`config.mk`:
```
export PLATFORM = sky130hd
export DESIGN_NAME = rcn_slave
export DESIGN_NICKNAME = d
export VERILOG_FILES = /design/src/rtl/rcn_slave.sv
export SDC_FILE = /design/constraint.sdc
export NUM_CORES = 1
export LEC_CHECK = 0
export ABC_AREA = 1
export BUFFER_PORTS_ARGS = -buffer_cell sky130_fd_sc_hd__clkbuf_2
export CORE_MARGIN = 2
export CORE_UTILIZATION = 33
export CTS_BUF_LIST = sky130_fd_sc_hd__clkbuf_2
export CTS_CLUSTER_DIAMETER = 80
export DETAILED_ROUTE_END_ITERATION = 8
export PLACE_DENSITY_LB_ADDON = 0.3
export SETUP_SLACK_MARGIN = 0.15
export SLEW_MARGIN = 20
export SYNTH_ARGS = -nofsm -noshare
export SYNTH_HDL_FRONTEND = slang
export SYNTH_SLANG_ARGS = --single-unit
```
`constraint.sdc`:
```
create_clock -name clk -period 9 [get_ports clk]
set_clock_uncertainty 0.15 [all_clocks]
set_input_delay 1.8 -clock clk [delete_from_list [all_inputs] [get_ports clk]]
set_output_delay 1.8 -clock clk [all_outputs]
set_load 0.05 [all_outputs]
```
`src/rtl/rcn_slave.sv`:
```
// RCN ring responder: consumes requests in its address window, runs them on a
// one-cycle-latency local register bus and reinserts the responses into the ring.
module rcn_slave #(
    parameter logic [23:0] ADDR_BASE  = 24'h000000,
    parameter logic [23:0] ADDR_MASK  = 24'hFF0000,
    parameter int unsigned FIFO_DEPTH = 4
) (
    input  logic        clk,
    input  logic        rst,
    input  logic [68:0] rcn_in,
    output logic [68:0] rcn_out,
    output logic        cs,
    output logic        wr,
    output logic [23:0] addr,
    output logic [3:0]  mask,
    output logic [31:0] wdata,
    input  logic [31:0] rdata
);

    localparam int unsigned AW = (FIFO_DEPTH > 1) ? $clog2(FIFO_DEPTH) : 1;
    localparam int unsigned CW = AW + 1;

    logic          match;
    logic          credit;
    logic          consume;
    logic          push;
    logic          pop;
    logic [68:0]   resp;
    logic [68:0]   out_d;

    logic [CW-1:0] count_q;
    logic [AW-1:0] wr_ptr_q;
    logic [AW-1:0] rd_ptr_q;
    logic [68:0]   mem [FIFO_DEPTH];

    // Request fields carried alongside the access stage
    logic [5:0]    id_q;
    logic [1:0]    seq_q;

    // Capture stage: access issued last cycle, rdata valid now
    logic          pend_q;
    logic          pend_wr_q;
    logic [5:0]    pend_id_q;
    logic [3:0]    pend_mask_q;
    logic [21:0]   pend_addr_q;
    logic [1:0]    pend_seq_q;
    logic [31:0]   pend_wdata_q;

    assign match = rcn_in[68] && rcn_in[67] &&
                   (({rcn_in[55:34], 2'b00} & ADDR_MASK) == (ADDR_BASE & ADDR_MASK));

    // Occupancy plus both pipeline stages reserves a FIFO slot per accepted request
    assign credit  = (32'(count_q) + 32'(cs) + 32'(pend_q)) < FIFO_DEPTH;
    assign consume = match && credit;
    assign push    = pend_q;
    assign pop     = (count_q != '0) && !(rcn_in[68] && !consume);

    assign resp = {1'b1, 1'b0, pend_wr_q, pend_id_q, pend_mask_q, pend_addr_q, pend_seq_q,
                   pend_wr_q ? pend_wdata_q : rdata};

    always_comb begin
        out_d = '0;
        if (rcn_in[68] && !consume) begin
            out_d = rcn_in;
        end else if (count_q != '0) begin
            out_d = mem[rd_ptr_q];
        end
    end

    always_ff @(posedge clk) begin
        if (push) begin
            mem[wr_ptr_q] <= resp;
        end
    end

    always_ff @(posedge clk or posedge rst) begin
        if (rst) begin
            rcn_out      <= '0;
            cs           <= 1'b0;
            wr           <= 1'b0;
            addr         <= '0;
            mask         <= '0;
            wdata        <= '0;
            id_q         <= '0;
            seq_q        <= '0;
            pend_q       <= 1'b0;
            pend_wr_q    <= 1'b0;
            pend_id_q    <= '0;
            pend_mask_q  <= '0;
            pend_addr_q  <= '0;
            pend_seq_q   <= '0;
            pend_wdata_q <= '0;
            count_q      <= '0;
            wr_ptr_q     <= '0;
            rd_ptr_q     <= '0;
        end else begin
            rcn_out <= out_d;

            cs <= consume;
            if (consume) begin
                wr    <= rcn_in[66];
                addr  <= {rcn_in[55:34], 2'b00};
                mask  <= rcn_in[59:56];
                wdata <= rcn_in[31:0];
                id_q  <= rcn_in[65:60];
                seq_q <= rcn_in[33:32];
            end

            pend_q <= cs;
            if (cs) begin
                pend_wr_q    <= wr;
                pend_id_q    <= id_q;
                pend_mask_q  <= mask;
                pend_addr_q  <= addr[23:2];
                pend_seq_q   <= seq_q;
                pend_wdata_q <= wdata;
            end

            if (push) begin
                wr_ptr_q <= wr_ptr_q + AW'(1);
            end
            if (pop) begin
                rd_ptr_q <= rd_ptr_q + AW'(1);
            end
            count_q <= count_q + CW'(push) - CW'(pop);
        end
    end

endmodule

```
==> flow_metrics.env, run 1 <==
export IMPL_status="finished clean"
export IMPL_critPathKind="reg -> out"
export IMPL_first_global_vias=13135
export IMPL_finalInstanceArea_um2=21600
export IMPL_cts_buffers=130
export IMPL_cts_buffer_depth=3
export IMPL_max_freq_mhz=227
export IMPL_dieArea_um2=58300
export IMPL_synth_top_area_share_pct=43.3
export IMPL_cp_start_kind="register"
export IMPL_synthSimpleGateAreaFrac_pct=13.8
export IMPL_synth_most_common_cell="nand2_1"
export IMPL_io_buffers=231
export IMPL_cts_tree="done"
export IMPL_synth_main_ff_cell="edfxtp_1"
export IMPL_peakVddDrop_uv=150
export IMPL_fill_cells=5547
export IMPL_muxShareOfSynthArea_pct=1.57
export IMPL_synth_area_leader_cell="edfxtp_1"
export IMPL_hold_viol=0
export IMPL_ys_types=26
export IMPL_synthCells=1596
export IMPL_grt_pass1_wl_um=73900
export IMPL_gp_routability_congestion=0.723
export IMPL_firstDrtPassIters=5
export IMPL_endpoint_kind="output pin"
export IMPL_r2r_cells=14
export IMPL_postRouteWirelength_um=48600
export IMPL_final_cells=2735
export IMPL_cp_cell_sequence="clkbuf_2"
export IMPL_postCtsSetupBuffers=0
export IMPL_cap_violations=0
export IMPL_die_w_um=241
export IMPL_dp_cells=2493
export IMPL_fin_nets=1981
export IMPL_crit_family="flip-flops"
export IMPL_worst_pin_slew_ns=1.02
export IMPL_netlist_area_um2=18600
export IMPL_worst_path_buf_inv=1
export IMPL_worst_path_stages=1
export IMPL_max_stage_delay_ns=0.85
export IMPL_grtUsageTotal_pct=16.9
export IMPL_clk_pin_slew_ns=0.10
export IMPL_pin_count=234
export IMPL_grt_overflow=0
export IMPL_power_density_nw_per_um2=257
export IMPL_layout_drive_gt1_share_pct=26.0
export IMPL_h_tree_depth=4
export IMPL_holdBufCountCts=0
export IMPL_synth_edf_count=268
export IMPL_drc_errors=0
export IMPL_clk_latency_ns=1.22
export IMPL_synth_seq_cells=480
export IMPL_finalSetupViolCount=0
export IMPL_num_rows=87
export IMPL_synth_xor_area_share_pct=0.0941
export IMPL_hp_class="reg -> reg"
export IMPL_yosys_top_cells_area="edfxtp_1 (43%), dfrtp_1 (29%), nand2_1 (6.7%)"
export IMPL_grt_max_degree=85
export IMPL_die_height_um=241
export IMPL_tns_ns=0
export IMPL_synth_top_family_by_area="simple AND/OR/NAND/NOR gates"
export IMPL_finalCriticalPeriod_ns=4.41
export IMPL_timing_hold_ws_ns=0.333
export IMPL_clock_sinks=480
export IMPL_worstPathMaxFanout=57
export IMPL_drv_slew=0
export IMPL_synth_common_cells="nand2_1 (332), edfxtp_1 (268), dfrtp_1 (212), o21ai_0 (200), nor2_1 (156)"
export IMPL_synthAdderAreaFrac_pct=0.646
export IMPL_cts_root_buf="clkbuf_2"
export IMPL_via_per_inst=4.71
export IMPL_grt_setup_unrepaired="false"
export IMPL_ys_seq_area_share_pct=71.8
export IMPL_relSlewSlack_pct=32.1
export IMPL_via_count=12873
export IMPL_async_flop_share_pct=44.2
export IMPL_leakage_nw=9.34
export IMPL_synth_warning_count=0
export IMPL_start_util_pct=33.2
export IMPL_synth_avg_cell_area_um2=11.7
export IMPL_crit_slowest_cell="dfrtp_4"
export IMPL_crit_required_ns=7.05
export IMPL_antenna_left=0
export IMPL_synth_compound_area_share_pct=7.85
export IMPL_min_delay_path_depth=2
export IMPL_drt_iter0_drc=764
export IMPL_wl_per_cell_um=17.8
export IMPL_hpwl_um=27100
export IMPL_place_area_um2=20300
export IMPL_fp_coreArea_um2=56100
export IMPL_post_route_period_util_pct=49.0
export IMPL_antenna_found_initial=3
export IMPL_cts_repair_resized=0
export IMPL_syn2layout_area_growth_pct=15.9
export IMPL_crit_arrival_ns=2.46
## layer usage
layer	vias up	GRT usage [%]	routed length [um]
met5	-	0	0
met4	0	6.70	1040
met3	77	4.82	2440
met2	354	28.6	24700
met1	6340	20.5	20400
li1	6102	-	-
## logic make-up after synthesis
kind of cell	after synthesis
adders and majority gates	9
and+or+nand+nor	629
AOI/OAI and AO/OA	275
buffers and inverters	174
muxes	26
xor gates and xnor gates	2
DFF	480
other	1
## registers in the layout (all words and copies together) (netlist names), 2 cells and up
name          count
addr             22
count_q           3
id_q              6
mask              4
mem             268
pend_addr_q      22
pend_id_q         6
pend_mask_q       4
pend_seq_q        2
pend_wdata_q     32
rcn_out          69
rd_ptr_q          2
seq_q             2
wdata            32
wr_ptr_q          2
## layout by cell type, fill, tap and decap left out, types with 2 or more instances in the layout
master and instances:
a21oi_1 8, o22ai_1 67, dfrtp_4 2, edfxtp_1 268, bufinv_16 3, nand2_1 332, conb_1 2, nor2_1 156
clkinv_1 16, inv_1 56, clkinv_2 8, o21ai_0 200, dfrtp_1 209, ha_1 8, clkbuf_2 439, inv_2 10
buf_4 18, mux2_2 26, nand3_1 137, diode_2 3
## layout make-up
cell class                      instances  area, um^2  share of cell area [%]
Sequential cell                       480       13400                    61.9
Clock inverter                         30         199                   0.922
Tap cell                              756         946                    4.38
Antenna cell                            3        7.51                  0.0348
Inverter                               66         264                    1.22
Timing Repair Buffer                  248        1290                    5.96
Clock buffer                          209        1050                    4.85
Multi-Input combinational cell        943        4460                    20.7
## stage by stage
step	util [%]	total power, mW	worst slack [ns]
final	38.5	5.54	4.59
after CTS	38.5	5.65	4.32
after detailed placement	36.2	4.02	4.26
after floorplan	-	3.58	1.26
after global placement	36.2	4.00	4.26
after global routing	38.5	5.88	4.33
## worst paths after layout
kind / from / endpoint / slack, ns
worst max register to register: cs / count_q[2] / 5.42
worst max-delay path: cs / cs / 4.59
max in group asynchronous: rst / rcn_out[3] / 6.71
worst min-delay path: id_q[2] / id_q[2] / 0.33
worst min register to register: id_q[2] / id_q[2] / 0.33
min in group asynchronous: rst / wdata[28] / 0.48
## report_power, final
group          leakage [nW]  internal [mW]  switching (mW)  total (mW)
clock                 0.977          0.698           0.900        1.60
sequential             4.95           2.44           0.107        2.54
combinational          3.41          0.335            1.07        1.40
## worst reg2reg max path: stages (launching register included)
cell     delay (ns)
dfrtp_4        0.85
nand2_1        0.11
nand2_1        0.12
nand2_1        0.12
nand2_1        0.08
nor2_1         0.06
nand2_4        0.23
nand2_8        0.38
nand2_1        0.28
inv_1          0.06
ha_1           0.27
inv_1          0.04
ha_1           0.18
fa_1           0.40
xnor2_1        0.13
Power figures use the tool's default switching activity.
==> inputs of run 2 (changes only) <==
==> constraint.sdc (replaced) <==
create_clock -name clk -period 3.6 [get_ports clk]
set_clock_uncertainty 0.15 [all_clocks]
set_input_delay 0.72 -clock clk [delete_from_list [all_inputs] [get_ports clk]]
set_output_delay 0.72 -clock clk [all_outputs]
set_load 0.05 [all_outputs]
==> flow_metrics.env, run 2 (same netlist as run 1, synthesis figures left out) <==
export IMPL_status="finished clean"
export IMPL_clkPwrFrac_pct=27.3
export IMPL_grt_setup_unrepaired="false"
export IMPL_clk_latency_ns=1.14
export IMPL_multi_input_area_um2=4460
export IMPL_min_from="rcn_in[34]"
export IMPL_postCtsSetupBuffers=0
export IMPL_hold_path_endpoint="addr[2]"
export IMPL_leakage_nw=9.83
export IMPL_num_rows=87
export IMPL_layout_drive_gt1_share_pct=25.1
export IMPL_syn2layout_area_growth_pct=22.1
export IMPL_pre_cts_ws_ns=0.657
export IMPL_grt_overflow=0
export IMPL_crit_required_ns=2.73
export IMPL_clock_sinks=480
export IMPL_cap_violations=0
export IMPL_peakVddDrop_uv=464
export IMPL_regArea_um2=13400
export IMPL_grt_max_degree=136
export IMPL_dp_cells=2507
export IMPL_timing_hold_ws_ns=0.177
export IMPL_final_common_cell="clkbuf_2"
export IMPL_finalInstanceArea_um2=22700
export IMPL_wl_per_cell_um=17.8
export IMPL_die_w_um=241
export IMPL_crit_arrival_ns=2.30
export IMPL_drv_slew=0
export IMPL_crit_reg2reg_launch="pend_q"
export IMPL_fin_util_pct=40.5
export IMPL_reg_top3="mem (268), rcn_out (69)"
export IMPL_rr_endpoint="wdata[20]"
export IMPL_fp_coreArea_um2=56100
export IMPL_post_route_period_util_pct=88.0
export IMPL_firstDrtPassIters=6
export IMPL_max_freq_mhz=316
export IMPL_final_cells=2838
export IMPL_relSlewSlack_pct=31.9
export IMPL_cp_start_kind="register"
export IMPL_fin_nets=2088
export IMPL_cts_buffer_depth=3
export IMPL_worstPathMaxFanout=56
export IMPL_gp_routability_congestion=0.731
export IMPL_worst_pin_slew_ns=1.02
export IMPL_h_tree_depth=3
export IMPL_tns_ns=0
export IMPL_endpoint_kind="output pin"
export IMPL_power_density_nw_per_um2=608
export IMPL_antenna_left=0
export IMPL_switching_power_mw=5.16
export IMPL_min_delay_path_depth=4
export IMPL_final_cell_mix="clkbuf_2 (444), nand2_1 (332), edfxtp_1 (268)"
export IMPL_cts_buffers=120
export IMPL_cts_tree="done"
export IMPL_ff2ff_setup_slack_ns=0.63
export IMPL_r2r_cells=12
export IMPL_start_util_pct=33.2
export IMPL_seq_power_share_pct=45.1
export IMPL_place_area_um2=20500
export IMPL_cts_root_buf="clkbuf_2"
export IMPL_grtUsageTotal_pct=17.3
export IMPL_hold_viol=0
export IMPL_layout_setup_ws_ns=0.431
export IMPL_p_int_mw=8.65
export IMPL_fill_cells=5477
export IMPL_comb_power_share_pct=27.6
export IMPL_first_global_vias=13641
export IMPL_largest_reg_flops=268
export IMPL_pin_count=234
export IMPL_io_buffers=231
export IMPL_power_mw=13.8
export IMPL_via_per_inst=4.74
export IMPL_clk_pin_slew_ns=0.11
export IMPL_regMostFlops="mem"
export IMPL_die_height_um=241
export IMPL_grt_pass1_wl_um=76400
export IMPL_antenna_found_initial=2
export IMPL_drt_iter0_drc=858
export IMPL_hpwl_um=28500
export IMPL_critPathKind="reg -> out"
export IMPL_finalCriticalPeriod_ns=3.17
export IMPL_p_sw_share_pct=37.3
export IMPL_finalSetupViolCount=0
export IMPL_hp_class="in -> reg"
export IMPL_drc_errors=0
export IMPL_dieArea_um2=58300
export IMPL_postRouteWirelength_um=50400
export IMPL_via_count=13464
## run 2: changes by cell type in the layout (fill, tap and decap cells not counted), sizes merged
cell         change
buf             +14
bufinv           -2
clkbuf           +5
clkinv           -8
diode            -2
dlygate4sd3    +103
inv              -7
## run 2: worst max path at each step
stage | start | to | slack, ns | cells after the start
6_report | cs | cs | 0.43 | 2
5_1_grt | cs | cs | 0.24 | 2
4_1_cts | cs | cs | 0.24 | 2
3_5_place_dp | pend_q | seq_q[0] | 0.66 | 12
3_3_place_gp | pend_q | wdata[7] | 0.74 | 12
2_1_floorplan | rst | addr[10] | -0.03 | 1
## run 2: area by class of cell
cell class,instances,share of cell area (%)
Antenna cell,1,0.0110
Clock buffer,214,4.71
Clock inverter,13,0.330
Inverter,66,1.15
Multi-Input combinational cell,943,19.6
Sequential cell,480,58.8
Tap cell,756,4.16
Timing Repair Buffer,365,11.2
## run 2: power by group through the flow
| stage | registers [mW] | clock network, mW | logic [mW] |
|---|---|---|---|
| after detailed placement | 6.35 | 0 | 3.76 |
| after CTS | 6.24 | 3.93 | 3.86 |
| final | 6.23 | 3.76 | 3.82 |
| after floorplan | 7.28 | 0 | 1.66 |
| after global routing | 6.26 | 4.18 | 4.16 |
| after global placement | 6.34 | 0 | 3.72 |
## run 2: repair_timing
action / CTS / global route
hold buffers: 103 / 0
endpoints found under the hold margin: 470 / 0
endpoints found under the setup margin: 1 / 0
gates resized for setup: 1 / 0
## run 2: worst max-delay path, cell delays in order (launching register included)
cell,delay [ns]
dfrtp_4,0.43
buf_6,0.36
clkbuf_2,0.36
## run 2: layer usage
metal	GRT usage (%)	vias up	part of all wire, %
met4	7.15	0	2.2
met5	0	-	0
met3	3.12	86	4.9
met1	22.3	6652	43
met2	28.8	412	49
li1	-	6314	-
